[src/rtl/text_term_writer_pkg.sv]
// Shared constants, control codes and FSM states for the text terminal writer.
// Latency: n/a (declarations only).
// Backpressure: n/a.
package text_term_pkg;

  localparam int COLS   = 80;           // 640 px / 8 px glyph
  localparam int ROWS   = 30;           // 480 px / 16 px glyph
  localparam int CELLS  = COLS * ROWS;
  localparam int ADDR_W = 12;           // CELLS must fit in 2**ADDR_W

  localparam logic [7:0] CH_BS    = 8'h08;
  localparam logic [7:0] CH_LF    = 8'h0A;
  localparam logic [7:0] CH_FF    = 8'h0C;
  localparam logic [7:0] CH_CR    = 8'h0D;
  localparam logic [7:0] CH_SPACE = 8'h20;

  typedef enum logic [1:0] {
    ST_IDLE,
    ST_CLEAR,
    ST_LINECLR
  } state_t;

  function automatic logic is_printable(input logic [7:0] b);
    return (b >= 8'h20) && (b <= 8'h7E);
  endfunction

endpackage

[src/rtl/text_term_writer_if.sv]
// Byte-in / char-memory-write-out bundle of the text terminal writer.
// Latency: n/a (wires only).
// Backpressure: in_valid/in_ready; the source holds its byte while in_ready is low.
// master: the writer (consumes the byte stream, drives the memory port and cursor).
// slave : the byte source / memory side.
interface text_term_writer_if
  import text_term_pkg::*;
#(
  parameter int AW = ADDR_W
);
  logic          in_valid;
  logic [7:0]    in_data;
  logic          in_ready;
  logic          mem_we;
  logic [AW-1:0] mem_addr;
  logic [7:0]    mem_data;
  logic [6:0]    cursor_col;
  logic [4:0]    cursor_row;
  logic          busy;

  modport master (
    input  in_valid, in_data,
    output in_ready, mem_we, mem_addr, mem_data, cursor_col, cursor_row, busy
  );

  modport slave (
    output in_valid, in_data,
    input  in_ready, mem_we, mem_addr, mem_data, cursor_col, cursor_row, busy
  );
endinterface

[src/rtl/text_term_writer_cursor.sv]
// Text cursor: column, row and row_base (= row*COLS, kept incrementally, no multiplier).
// Latency: an operation strobed in a cycle is visible after the next rising edge.
// Backpressure: none; at most one operation is strobed per cycle by the caller.
// Ports: i_advance (col+1 with wrap), i_newline (col 0, next row), i_cr (col 0),
//        i_home (0/0), i_back (col-1 if col>0); o_col/o_row/o_row_base; o_col_zero,
//        and o_col_last (next advance moves to a new row) when TEXT_TERM_LINE_CLEAR_EN.
module text_cursor
  import text_term_pkg::*;
(
  input  logic              clk,
  input  logic              rst_n,
  input  logic              i_advance,
  input  logic              i_newline,
  input  logic              i_cr,
  input  logic              i_home,
  input  logic              i_back,
  output logic [6:0]        o_col,
  output logic [4:0]        o_row,
  output logic [ADDR_W-1:0] o_row_base,
  output logic              o_col_zero
`ifdef TEXT_TERM_LINE_CLEAR_EN
  ,
  output logic              o_col_last
`endif
);
  logic [6:0]        r_col;
  logic [4:0]        r_row;
  logic [ADDR_W-1:0] r_row_base;
  logic              w_col_last;
  logic              w_row_last;

  assign w_col_last = (r_col == 7'(COLS - 1));
  assign w_row_last = (r_row == 5'(ROWS - 1));

  always_ff @(posedge clk or negedge rst_n) begin
    if (!rst_n) begin
      r_col      <= '0;
      r_row      <= '0;
      r_row_base <= '0;
    end else if (i_home) begin
      r_col      <= '0;
      r_row      <= '0;
      r_row_base <= '0;
    end else if (i_newline || (i_advance && w_col_last)) begin
      r_col <= '0;
      // No scrolling: the bottom row wraps to the top.
      if (w_row_last) begin
        r_row      <= '0;
        r_row_base <= '0;
      end else begin
        r_row      <= r_row + 5'd1;
        r_row_base <= r_row_base + ADDR_W'(COLS);
      end
    end else if (i_advance) begin
      r_col <= r_col + 7'd1;
    end else if (i_cr) begin
      r_col <= '0;
    end else if (i_back && (r_col != 7'd0)) begin
      r_col <= r_col - 7'd1;
    end
  end

  assign o_col      = r_col;
  assign o_row      = r_row;
  assign o_row_base = r_row_base;
  assign o_col_zero = (r_col == 7'd0);
`ifdef TEXT_TERM_LINE_CLEAR_EN
  assign o_col_last = w_col_last;
`endif
endmodule

[src/rtl/text_term_writer.sv]
// Byte stream -> 80x30 character memory writer with cursor, control codes and screen clear.
// Latency: byte accepted at edge N -> mem_we/addr/data and cursor valid from edge N (1 cycle).
// Backpressure: in_ready = IDLE; low during full clear sweep (and line clear when enabled).
// Ports: clk, rst_n (async active-low); bus (master): in_valid/in_data/in_ready,
//        mem_we/mem_addr/mem_data, cursor_col/cursor_row, busy.
// Optional: TEXT_TERM_LINE_CLEAR_EN blanks each row as the cursor moves onto it.
module text_term_writer
  import text_term_pkg::*;
(
  input  logic               clk,
  input  logic               rst_n,
  text_term_writer_if.master bus
);
  state_t            r_state, w_state_nx;
  logic [ADDR_W-1:0] r_idx, w_idx_nx;
  logic              r_we, w_we_nx;
  logic [ADDR_W-1:0] r_addr, w_addr_nx;
  logic [7:0]        r_data, w_data_nx;

  logic              w_adv, w_nl, w_cr, w_home, w_back;
  logic [6:0]        w_col;
  logic [4:0]        w_row;
  logic [ADDR_W-1:0] w_row_base;
  logic [ADDR_W-1:0] w_cell;
  logic              w_col_zero;
`ifdef TEXT_TERM_LINE_CLEAR_EN
  logic              w_col_last;
`endif

  text_cursor u_cursor (
    .clk        (clk),
    .rst_n      (rst_n),
    .i_advance  (w_adv),
    .i_newline  (w_nl),
    .i_cr       (w_cr),
    .i_home     (w_home),
    .i_back     (w_back),
    .o_col      (w_col),
    .o_row      (w_row),
    .o_row_base (w_row_base),
    .o_col_zero (w_col_zero)
`ifdef TEXT_TERM_LINE_CLEAR_EN
    ,
    .o_col_last (w_col_last)
`endif
  );

  assign w_cell = w_row_base + ADDR_W'(w_col);

  always_ff @(posedge clk or negedge rst_n) begin
    if (!rst_n) begin
      r_state <= ST_CLEAR;
      r_idx   <= '0;
      r_we    <= 1'b0;
      r_addr  <= '0;
      r_data  <= CH_SPACE;
    end else begin
      r_state <= w_state_nx;
      r_idx   <= w_idx_nx;
      r_we    <= w_we_nx;
      r_addr  <= w_addr_nx;
      r_data  <= w_data_nx;
    end
  end

  always_comb begin
    w_state_nx = r_state;
    w_idx_nx   = r_idx;
    w_we_nx    = 1'b0;
    w_addr_nx  = r_addr;
    w_data_nx  = r_data;
    w_adv      = 1'b0;
    w_nl       = 1'b0;
    w_cr       = 1'b0;
    w_home     = 1'b0;
    w_back     = 1'b0;
    case (r_state)
      ST_IDLE: begin
        if (bus.in_valid) begin
          if (is_printable(bus.in_data)) begin
            w_we_nx   = 1'b1;
            w_addr_nx = w_cell;
            w_data_nx = bus.in_data;
            w_adv     = 1'b1;
`ifdef TEXT_TERM_LINE_CLEAR_EN
            // Auto-wrap: this write goes out now, the new row is blanked next.
            if (w_col_last) begin
              w_state_nx = ST_LINECLR;
              w_idx_nx   = '0;
            end
`endif
          end else begin
            case (bus.in_data)
              CH_LF: begin
                w_nl = 1'b1;
`ifdef TEXT_TERM_LINE_CLEAR_EN
                w_state_nx = ST_LINECLR;
                w_idx_nx   = '0;
`endif
              end
              CH_CR: w_cr = 1'b1;
              CH_BS: begin
                // Column 0 is a no-op: backspace never climbs to the previous row.
                if (!w_col_zero) begin
                  w_back    = 1'b1;
                  w_we_nx   = 1'b1;
                  w_addr_nx = w_cell - ADDR_W'(1);
                  w_data_nx = CH_SPACE;
                end
              end
              CH_FF: begin
                w_home     = 1'b1;
                w_state_nx = ST_CLEAR;
                w_idx_nx   = '0;
              end
              default: ; // other codes are swallowed
            endcase
          end
        end
      end
      ST_CLEAR: begin
        w_we_nx   = 1'b1;
        w_addr_nx = r_idx;
        w_data_nx = CH_SPACE;
        if (r_idx == ADDR_W'(CELLS - 1)) begin
          w_state_nx = ST_IDLE;
          w_idx_nx   = '0;
        end else begin
          w_idx_nx = r_idx + ADDR_W'(1);
        end
      end
`ifdef TEXT_TERM_LINE_CLEAR_EN
      ST_LINECLR: begin
        // Cursor already sits on the new row, so row_base points at it.
        w_we_nx   = 1'b1;
        w_addr_nx = w_row_base + r_idx;
        w_data_nx = CH_SPACE;
        if (r_idx == ADDR_W'(COLS - 1)) begin
          w_state_nx = ST_IDLE;
          w_idx_nx   = '0;
        end else begin
          w_idx_nx = r_idx + ADDR_W'(1);
        end
      end
`endif
      default: w_state_nx = ST_IDLE;
    endcase
  end

  assign bus.in_ready   = (r_state == ST_IDLE);
  assign bus.busy       = (r_state == ST_CLEAR);
  assign bus.mem_we     = r_we;
  assign bus.mem_addr   = r_addr;
  assign bus.mem_data   = r_data;
  assign bus.cursor_col = w_col;
  assign bus.cursor_row = w_row;
endmodule

[src/flat_wrapper.sv]
// flat-port wrapper written by rule: the top's interface ports become plain ports
module text_term_writer_flat import text_term_pkg::*;
  (clk, rst_n, bus_in_valid, bus_in_data, bus_in_ready, bus_mem_we, bus_mem_addr, bus_mem_data, bus_cursor_col, bus_cursor_row, bus_busy);
  text_term_writer_if #(.AW(12)) bus_i ();
  input  logic clk;
  input  logic rst_n;
  input wire logic [$bits(bus_i.in_valid)-1:0] bus_in_valid;
  input wire logic [$bits(bus_i.in_data)-1:0] bus_in_data;
  output wire logic [$bits(bus_i.in_ready)-1:0] bus_in_ready;
  output wire logic [$bits(bus_i.mem_we)-1:0] bus_mem_we;
  output wire logic [$bits(bus_i.mem_addr)-1:0] bus_mem_addr;
  output wire logic [$bits(bus_i.mem_data)-1:0] bus_mem_data;
  output wire logic [$bits(bus_i.cursor_col)-1:0] bus_cursor_col;
  output wire logic [$bits(bus_i.cursor_row)-1:0] bus_cursor_row;
  output wire logic [$bits(bus_i.busy)-1:0] bus_busy;
  assign bus_i.in_valid = bus_in_valid;
  assign bus_i.in_data = bus_in_data;
  assign bus_in_ready = bus_i.in_ready;
  assign bus_mem_we = bus_i.mem_we;
  assign bus_mem_addr = bus_i.mem_addr;
  assign bus_mem_data = bus_i.mem_data;
  assign bus_cursor_col = bus_i.cursor_col;
  assign bus_cursor_row = bus_i.cursor_row;
  assign bus_busy = bus_i.busy;
  text_term_writer u_core (.clk(clk), .rst_n(rst_n), .bus(bus_i));
endmodule
[config.mk]
export PLATFORM = sky130hd
export DESIGN_NAME = text_term_writer_flat
export DESIGN_NICKNAME = d
export VERILOG_FILES = /design/src/rtl/text_term_writer_pkg.sv /design/src/rtl/text_term_writer_if.sv /design/src/rtl/text_term_writer_cursor.sv /design/src/rtl/text_term_writer.sv /design/src/flat_wrapper.sv
export SDC_FILE = /design/constraint.sdc
export NUM_CORES = 1
export LEC_CHECK = 0
export BUFFER_PORTS_ARGS = -buffer_cell sky130_fd_sc_hd__buf_4
export CORE_ASPECT_RATIO = 0.8
export CORE_UTILIZATION = 41
export CTS_BUF_LIST = sky130_fd_sc_hd__clkbuf_8
export DETAILED_ROUTE_END_ITERATION = 16
export GPL_TIMING_DRIVEN = 0
export HOLD_SLACK_MARGIN = 0.12
export PLACE_DENSITY = 0.65
export SLEW_MARGIN = 25
export SYNTH_ARGS = -nofsm -noshare
export SYNTH_HDL_FRONTEND = slang
export SYNTH_SLANG_ARGS = --single-unit
[constraint.sdc]
create_clock -name clk -period 3.2 [get_ports clk]
set_clock_uncertainty 0.1 [all_clocks]
set_input_delay 0.32 -clock clk [delete_from_list [all_inputs] [get_ports clk]]
set_output_delay 0.32 -clock clk [all_outputs]
set_load 0.05 [all_outputs]
==> metrics.cfg, run 1 <==
[critical_path]
r2r-end = u_core.bus.mem_addr[10]
path_max_fanout = 9
regToRegStartpoint = u_core.u_cursor.o_col[0]
startpoint_type = register
rrSetupSlack_ns = 0.40
worstPathArrival_ns = 2.90
r2r_cells = 8
critPathCaptureType = register
worstPathRequired_ns = 3.31
worst-setup-path-type = register to register

[cells_and_area]
num-fill-cells = 778
diodes = 0
multi_input_area_um2 = 1990
regArea_um2 = 1350
fin_nets = 469
syn_to_final_growth_pct = 16.3
final_cells = 557
drive_above_1_share_pct = 17.4
final_cell_area_um2 = 4050
fin_util_pct = 50.1

[flow_run]
timing.max_cap.violations = 0

[global_route]
grt_overflow = 0
first_global_vias = 2991
antenna_found_initial = 0
grt_max_degree = 55
grt_usage_pct = 21.2
grt_pass1_wl_um = 15100

[yosys]
synth_mux_area_share_pct = 2.59
syn-cell-area_um2 = 3480
ys_seq_area_share_pct = 38.9
synth_xor_area_share_pct = 3.27
synth-simple-area-share_pct = 24.2
synth_compound_area_share_pct = 23.4
synth-main-ff-cell = dfrtp_1
synth_top_family_by_area = simple AND/OR/NAND/NOR gates
syn_area_per_cell_um2 = 8.78
synthArstFlopShare_pct = 100
syn-num-nets = 418
synthAdderAreaFrac_pct = 3.59
synth_edf_count = 0
ys_seq_elements = 54
synth_cell_type_count = 66
netlist_instances = 397
yosysWarnings = 0

[timing]
fmax_ghz = 0.357
fin_crit_ns = 2.80
fin_setup_tns_ns = 0
grt_setup_unrepaired = false
setup_viol = 0
whs_ns = 0.130
slew_violations = 0
slew_headroom_pct = 31.0
worst_pin_slew_ns = 1.03
finalHoldViolations = 0
fin_crit_sh_pct = 87.5

[hold_path]
hp-start = bus_in_data[4]
min_path_cells = 2
hold_class = input port to register
worstHoldEndpoint = u_core.bus.mem_data[4]

[floorplanning]
core.rowCount = 29
dieArea_um2 = 8870
fp.dieH_um = 84.5
io_pins = 46
coreArea_um2 = 8090
start_util_pct = 43.1
die_x_um = 105

[detailed_routing]
wl_um = 8880
ant_nets = 0
routed-via-count = 3212
wire_per_inst_um = 15.9
dr.pass1.iters = 6
drt-initial-drc-count = 239
drc = 0
via_per_inst = 5.77

[power_and_ir_drop]
p_leak_nw = 1.66
p_per_area_nw_per_um2 = 299
vdd_ir_drop_max_mv = 0.163

[clock_network]
clkLatencyLatePin_ns = 0.32
numCtsBuffers = 5
cts-root-buf = clkbuf_8
cts_tree = built
htree_levels = 2
postCtsSetupBuffers = 0
cts_resized = 0
clkSlewWorstSetupHoldPaths_ns = 0.11
clockBufferDepth = 2
cts_hold_buf = 1
clkSinkCount = 54

[place]
dpl.hpwl_um = 6500
placed_area_um2 = 3940
port_buffers = 43
place_congestion = 0.912
place_inst = 548

[status]
status = complete, no violations

-- worst max-delay path: stages, from the launching register on --
cell	delay [ns]
dfrtp_1	0.51
inv_1	0.15
ha_1	0.25
nor3b_2	0.20
a211o_1	0.32
o31ai_2	0.61
and2_1	0.29
o211ai_1	0.12
a2bb2oi_1	0.15
-- final cells by class --
class                   instances  area share [%]
plain buffers                  24            2.72
clock buffers                   6            2.04
clock inverters                 2           0.432
inverters                       9           0.834
multi-input cells             310            49.0
flip-flops and latches         54            33.4
well taps                     108            3.33
repair buffers                 44            8.21
-- cells in the final DEF (no fill, tap or decap), drive strengths merged, types with 4 or more instances in the layout --
| cell type | n |
|---|---|
| dfrtp | 52 |
| buf | 51 |
| o31ai | 10 |
| nor2b | 7 |
| nand4 | 10 |
| mux2i | 9 |
| clkbuf | 22 |
| nor3 | 13 |
| xor2 | 5 |
| ha | 10 |
| xnor2 | 8 |
| o21ai | 37 |
| a211o | 4 |
| nor2 | 40 |
| inv | 8 |
| nand2b | 4 |
| nand3 | 13 |
| a211oi | 7 |
| a21oi | 18 |
| a22o | 6 |
| or3 | 6 |
| nand2 | 43 |
| o211ai | 4 |
| and3 | 6 |
| o221ai | 5 |
-- worst max path at each step --
| stage | from | end |
|---|---|---|
| finish | u_core.u_cursor.o_col[0] | u_core.bus.mem_addr[10] |
| floorplan | u_core.u_cursor.o_col[0] | u_core.bus.mem_addr[9] |
| detailed placement | u_core.u_cursor.o_col[0] | u_core.bus.mem_addr[10] |
| global placement | u_core.u_cursor.o_col[0] | u_core.bus.mem_addr[10] |
| global route | u_core.u_cursor.o_col[0] | u_core.bus.mem_addr[10] |
| CTS | u_core.u_cursor.o_col[0] | u_core.bus.mem_addr[10] |
-- routing by layer --
metal  track usage (%)  vias up  routed length (µm)
met5                 0        -                   0
li1                  -     1561                   -
met4              4.35        0                  67
met3              3.26        9                 462
met2              32.8       88                3960
met1              31.5     1554                4390
-- kinds of logic after synthesis --
family,count (synthesis)
buffers and inverters,33
AOI/OAI and AO/OA,114
and+or+nand+nor,164
DFF,54
muxes,9
adders and majority gates,10
xor gates and xnor gates,13
-- flip-flops by register name, indices dropped and copies added, names as in the netlist --
name and count:
u_core.u_cursor.o_col 7, u_core.bus.mem_addr 12, u_core.u_cursor.o_row_base 8, u_core.bus.mem_we 1, u_core.r_idx 12, u_core.bus.mem_data 8
u_core.u_cursor.o_row 5, u_core.r_state 1
-- report_power, final --
group	total, mW	leakage, nW	internal [mW]	switching [mW]
Sequential	0.685	0.634	0.683	0.00215
Clock	0.435	0.0514	0.179	0.256
Combinational	0.0917	0.976	0.0323	0.0594
Total	1.21	1.66	0.895	0.317
-- cell usage after synthesis (all sizes together) (6+ instances only) --
cell type / n / area [µm²]
dfrtp: 52 / 1300
nand2: 43 / 169
nor2: 40 / 153
o21ai: 37 / 185
a21oi: 18 / 90.1
clkbuf: 16 / 60.1
nand3: 13 / 65.1
nor3: 13 / 65.1
ha: 10 / 125
nand4: 10 / 62.6
o31ai: 10 / 115
mux2i: 9 / 90.1
buf: 8 / 50.1
inv: 8 / 30.0
xnor2: 8 / 70.1
a211oi: 7 / 57.6
nor2b: 7 / 43.8
a22o: 6 / 52.6
and3: 6 / 42.5
or3: 6 / 37.5
-- metrics by stage --
stage          worst slack, ns  power, mW
2_1_floorplan            0.505      0.750
3_3_place_gp             0.463      0.789
3_5_place_dp             0.440      0.790
5_1_grt                  0.256       1.25
4_1_cts                  0.419       1.22
6_report                 0.401       1.21
Note: power is estimated with default switching activity, not from simulation.
==> inputs of run 2 (changes only) <==
--- a/config.mk
+++ b/config.mk
@@ -6,7 +6,7 @@
 export NUM_CORES = 1
 export LEC_CHECK = 0
 export BUFFER_PORTS_ARGS = -buffer_cell sky130_fd_sc_hd__buf_4
-export CORE_ASPECT_RATIO = 0.8
+export CORE_ASPECT_RATIO = 2
 export CORE_UTILIZATION = 41
 export CTS_BUF_LIST = sky130_fd_sc_hd__clkbuf_8
 export DETAILED_ROUTE_END_ITERATION = 16
==> constraint.sdc (replaced) <==
create_clock -name clk -period 3.3 [get_ports clk]
set_clock_uncertainty 0.1 [all_clocks]
set_input_delay 0.33 -clock clk [delete_from_list [all_inputs] [get_ports clk]]
set_output_delay 0.33 -clock clk [all_outputs]
set_load 0.05 [all_outputs]
==> metrics.cfg, run 2 (synthesis results as in run 1) <==
[cells_and_area]
fin_nets = 469  ; unchanged
num-fill-cells = 828  ; +6.4%
syn_to_final_growth_pct = 15.4
drive_above_1_share_pct = 17.1  ; -0.22 points
mostFrequentLayoutCells = dfrtp_1, buf_4, nand2_1, nor2_1, o21ai_0
final_common_cell = dfrtp_1
final_cell_area_um2 = 4020  ; -0.74%
fin_util_pct = 48.9  ; -1.2 points
final_cells = 547  ; -1.8%
diodes = 0  ; unchanged

[critical_path]
path_delay_family = compound AO/OA/AOI/OAI gates
worstPathRequired_ns = 3.40  ; +0.09 ns
worstPathArrival_ns = 3.01  ; +0.11 ns
critPathCaptureType = register
worst-setup-path-type = register to register
cp_num_buf_inv = 1  ; unchanged
worstPathCellList = inv_1 -> ha_1 -> nor3b_2 -> a211o_1 -> o31ai_2 -> and2_1 -> o211ai_1 -> a2bb2oi_1
startpoint_type = register
cp_slowest_stage_delay_ns = 0.63  ; +0.02 ns
path_max_fanout = 9  ; unchanged
cp_slowest_cell = o31ai_2

[power_and_ir_drop]
power.total_mw = 1.13  ; -6.8%
p_leak_nw = 1.66  ; -0.14%
vdd_ir_drop_max_mv = 0.158  ; -3.3%
p_per_area_nw_per_um2 = 281  ; -6.2%

[timing]
whs_ns = 0.147  ; +0.0163 ns
worst_slack_ns = 0.385  ; -0.0158 ns
fin_setup_tns_ns = 0  ; unchanged
worst_pin_slew_ns = 1.02  ; -0.00771 ns
fin_crit_sh_pct = 88.3  ; +0.86 points
fin_crit_ns = 2.91  ; +0.116 ns
slew_headroom_pct = 31.5  ; +0.52 points
finalHoldViolations = 0  ; unchanged
slew_violations = 0  ; unchanged
grt_setup_unrepaired = false
fmax_ghz = 0.343  ; -4.0%
setup_viol = 0  ; unchanged

[floorplanning]
die_x_um = 67.2  ; -36%
dieArea_um2 = 8890  ; +0.23%
io_pins = 46  ; unchanged
core.rowCount = 47  ; +62%
coreArea_um2 = 8230  ; +1.7%
fp.dieH_um = 132  ; +57%
start_util_pct = 42.3  ; -0.74 points

[status]
status = complete, no violations

[hold_path]
hold_class = input port to register

[detailed_routing]
routed-via-count = 3189  ; -0.72%
via_per_inst = 5.83  ; +1.1%
drt-initial-drc-count = 293  ; +23%
ant_nets = 0  ; unchanged
wl_um = 9370  ; +5.5%
wire_per_inst_um = 17.1  ; +7.4%
dr.pass1.iters = 4  ; -2
drc = 0  ; unchanged

[place]
placed_area_um2 = 3930  ; -0.32%
place_inst = 538  ; -1.8%
place_congestion = 0.887  ; -2.8%
dpl.hpwl_um = 7080  ; +9.0%
place_ws_ns = 0.399  ; -0.0409 ns
port_buffers = 43  ; unchanged

[global_route]
antenna_found_initial = 0  ; unchanged
first_global_vias = 3226  ; +7.9%
grt_overflow = 0  ; unchanged
grt_pass1_wl_um = 15800  ; +5.3%
grt_usage_pct = 23.2  ; +2.0 points
grt_max_degree = 55  ; unchanged

[clock_network]
cts_tree = built
clkLatencyLatePin_ns = 0.32  ; about the same
clockBufferDepth = 2  ; unchanged
clkSlewWorstSetupHoldPaths_ns = 0.10  ; about the same
numCtsBuffers = 5  ; unchanged
clkSinkCount = 54  ; unchanged
htree_levels = 2  ; unchanged
cts-root-buf = clkbuf_8
postCtsSetupBuffers = 0  ; unchanged

[flow_run]
timing.max_cap.violations = 0  ; unchanged

run 2: report_power, final:
group	switching (mW)	total, mW	internal (mW)
clock	0.231	0.376	0.145
combinational	0.0566	0.0879	0.0314
sequential	0.00228	0.665	0.663
run 2: worst paths after layout:
check / startpoint / endpoint / slack (ns) / cells past startpoint
max: u_core.u_cursor.o_col[0] / u_core.bus.mem_addr[10] / 0.39 / 8
min: bus_in_data[4] / u_core.bus.mem_data[4] / 0.15 / 2
max reg2reg: u_core.u_cursor.o_col[0] / u_core.bus.mem_addr[10] / 0.39 / 8
min reg2reg: u_core.bus.mem_addr[2] / u_core.bus.mem_addr[2] / 0.39 / 2
max in group asynchronous: rst_n / u_core.bus.mem_data[1] / 2.13 / 2
min in group asynchronous: rst_n / u_core.bus.mem_data[4] / 0.48 / 2
run 2: timing repair:
action / 4_1_cts / 5_1_grt
resized for setup: 0 / 0
hold buffers: 1 / 0
hold endpoints to repair: 52 / 0
run 2: cell type report:
cell class | instances | area (µm²) | area share (%)
Multi-Input combinational cell | 310 | 1990 | 49.4
Sequential cell | 54 | 1350 | 33.7
Timing Repair Buffer | 44 | 333 | 8.27
Tap cell | 98 | 123 | 3.05
Buffer | 24 | 110 | 2.74
Clock buffer | 5 | 68.8 | 1.71
Inverter | 9 | 33.8 | 0.840
Clock inverter | 3 | 13.8 | 0.342
run 2: metal layers:
metal	global-route usage [%]	share of wire, %	up-vias
met3	3.55	2.6	18
met4	10.3	2.3	0
met2	40.7	56	62
li1	-	-	1562
met1	26.6	39	1547
met5	0	0	-
==> inputs of run 3 (changes only) <==
--- a/config.mk
+++ b/config.mk
@@ -6,6 +6,7 @@
 export NUM_CORES = 1
 export LEC_CHECK = 0
 export BUFFER_PORTS_ARGS = -buffer_cell sky130_fd_sc_hd__buf_4
+export CAP_MARGIN = 10
 export CORE_ASPECT_RATIO = 2
 export CORE_UTILIZATION = 41
 export CTS_BUF_LIST = sky130_fd_sc_hd__clkbuf_8
==> constraint.sdc (replaced) <==
create_clock -name clk -period 2.85 [get_ports clk]
set_clock_uncertainty 0.1 [all_clocks]
set_input_delay 0.285 -clock clk [delete_from_list [all_inputs] [get_ports clk]]
set_output_delay 0.285 -clock clk [all_outputs]
set_load 0.05 [all_outputs]
==> metrics.cfg, run 3 (synthesis results as in run 1) <==
[status]
status = complete, no violations

[floorplanning]
fp.dieH_um = 132  ; unchanged
dieArea_um2 = 8890  ; unchanged
die_x_um = 67.2  ; unchanged
core.rowCount = 47  ; unchanged
coreArea_um2 = 8230  ; unchanged
io_pins = 46  ; unchanged
start_util_pct = 42.3  ; unchanged

[global_route]
grt_overflow = 0  ; unchanged
antenna_found_initial = 0  ; unchanged
grt_pass1_wl_um = 15900  ; +0.30%
first_global_vias = 3235  ; +0.28%
grt_usage_pct = 23.3  ; +0.069 points
grt_max_degree = 55  ; unchanged

[hold_path]
hold_class = input port to register
hp-start = bus_in_data[0]

[clock_network]
postCtsSetupBuffers = 0  ; unchanged
clkSinkCount = 54  ; unchanged
htree_levels = 2  ; unchanged
clkLatencyLatePin_ns = 0.33  ; about the same
clkSlewWorstSetupHoldPaths_ns = 0.10  ; about the same
numCtsBuffers = 5  ; unchanged
cts-root-buf = clkbuf_8
cts_tree = built
clockBufferDepth = 2  ; unchanged

[place]
place_congestion = 0.887  ; unchanged
place_inst = 538  ; unchanged
dpl.hpwl_um = 7080  ; unchanged
port_buffers = 43  ; unchanged

[cells_and_area]
final_common_cell = dfrtp_1
drive_above_1_share_pct = 17.5  ; +0.33 points
num-fill-cells = 822  ; -0.72%
final_cells = 550  ; +0.55%
syn_to_final_growth_pct = 16.9
fin_nets = 472  ; +0.64%
fin_util_pct = 49.5  ; +0.61 points
diodes = 0  ; unchanged
mostFrequentLayoutCells = dfrtp_1, buf_4, nand2_1, nor2_1, o21ai_0

[critical_path]
worst-setup-path-type = register to primary output
worstPathRequired_ns = 2.47  ; -0.93 ns
path_max_fanout = 10  ; +1
cp-startpoint = u_core.r_state[0]
startpoint_type = register
critPathCaptureType = primary output
worstPathArrival_ns = 2.32  ; -0.69 ns
regToRegStartpoint = u_core.u_cursor.o_col[0]

[detailed_routing]
wl_um = 9440  ; +0.76%
drc = 0  ; unchanged
dr.pass1.iters = 5  ; +1
wire_per_inst_um = 17.2  ; +0.21%
drt-initial-drc-count = 251  ; -14%
via_per_inst = 5.93  ; +1.6%
routed-via-count = 3259  ; +2.2%
ant_nets = 0  ; unchanged

[timing]
finalHoldViolations = 0  ; unchanged
fin_crit_sh_pct = 94.8
worst_pin_slew_ns = 1.01  ; -0.0103 ns
slew_violations = 0  ; unchanged
grt_setup_unrepaired = true
setup_viol = 0  ; unchanged
fin_crit_ns = 2.70
fmax_ghz = 0.370
slew_headroom_pct = 32.2  ; +0.69 points

[flow_run]
timing.max_cap.violations = 0  ; unchanged

[power_and_ir_drop]
p_leak_nw = 1.68  ; +1.1%
vdd_ir_drop_max_mv = 0.181  ; +15%
p_per_area_nw_per_um2 = 323  ; +15%

run 3: metrics by stage:
step	worst slack [ns]	cell area (µm²)	setup TNS, ns	hold WS (ns)	total power, mW
after global routing	-0.0244	4070	-0.0416	0.141	1.37
after CTS	0.112	4060	0	0.135	1.33
after floorplan	0.155	3480	0	-0.111	0.842
final	0.147	4070	0	0.134	1.31
after global placement	-0.0711	3930	-0.0711	0.275	0.885
after detailed placement	-0.0507	3930	-0.0507	0.289	0.887
run 3: critical path: stages (launching register included):
cell and delay (ns):
dfstp_2 0.55, clkbuf_1 0.45, inv_1 0.12, clkbuf_1 0.31, clkbuf_2 0.32, buf_4 0.25
run 3: what timing repair did:
item | in CTS | in global routing
endpoints found under the hold margin | 55 | 0
cloned | 0 | 0
gates resized for setup | 2 | 3
endpoints found under the setup margin | 1 | 7
hold buffers | 4 | 0
run 3: layer usage:
metal	share of wire, %	up-vias	global-route usage, %
met2	55	95	40.8
met5	0	-	0
met3	3.7	26	3.55
met1	38	1575	26.6
li1	-	1563	-
met4	3.2	0	10.4
run 3: report_power, final:
part           internal (mW)  switching [mW]  leakage (nW)
Sequential             0.767         0.00258         0.634
Combinational         0.0394          0.0670         0.994
Clock                  0.168           0.270        0.0491
Total                  0.975           0.340          1.68
run 3: final timing paths:
kind	to	cells past startpoint	slack [ns]
worst min-delay path	u_core.bus.mem_data[0]	2	0.13
min in group asynchronous	u_core.bus.mem_data[4]	2	0.43
worst max register to register	u_core.bus.mem_addr[10]	8	0.16
max in group asynchronous	u_core.r_idx[2]	2	1.73
worst max-delay path	bus_in_ready	5	0.15
worst min register to register	u_core.bus.mem_addr[2]	2	0.39
run 3: final cells by class:
class	count	area (µm²)	area share [%]
flip-flops and latches	54	1350	33.2
plain buffers	24	111	2.73
well taps	98	123	3.01
clock inverters	3	13.8	0.338
multi-input cells	310	2010	49.2
inverters	9	33.8	0.829
clock buffers	5	68.8	1.69
repair buffers	47	363	8.91
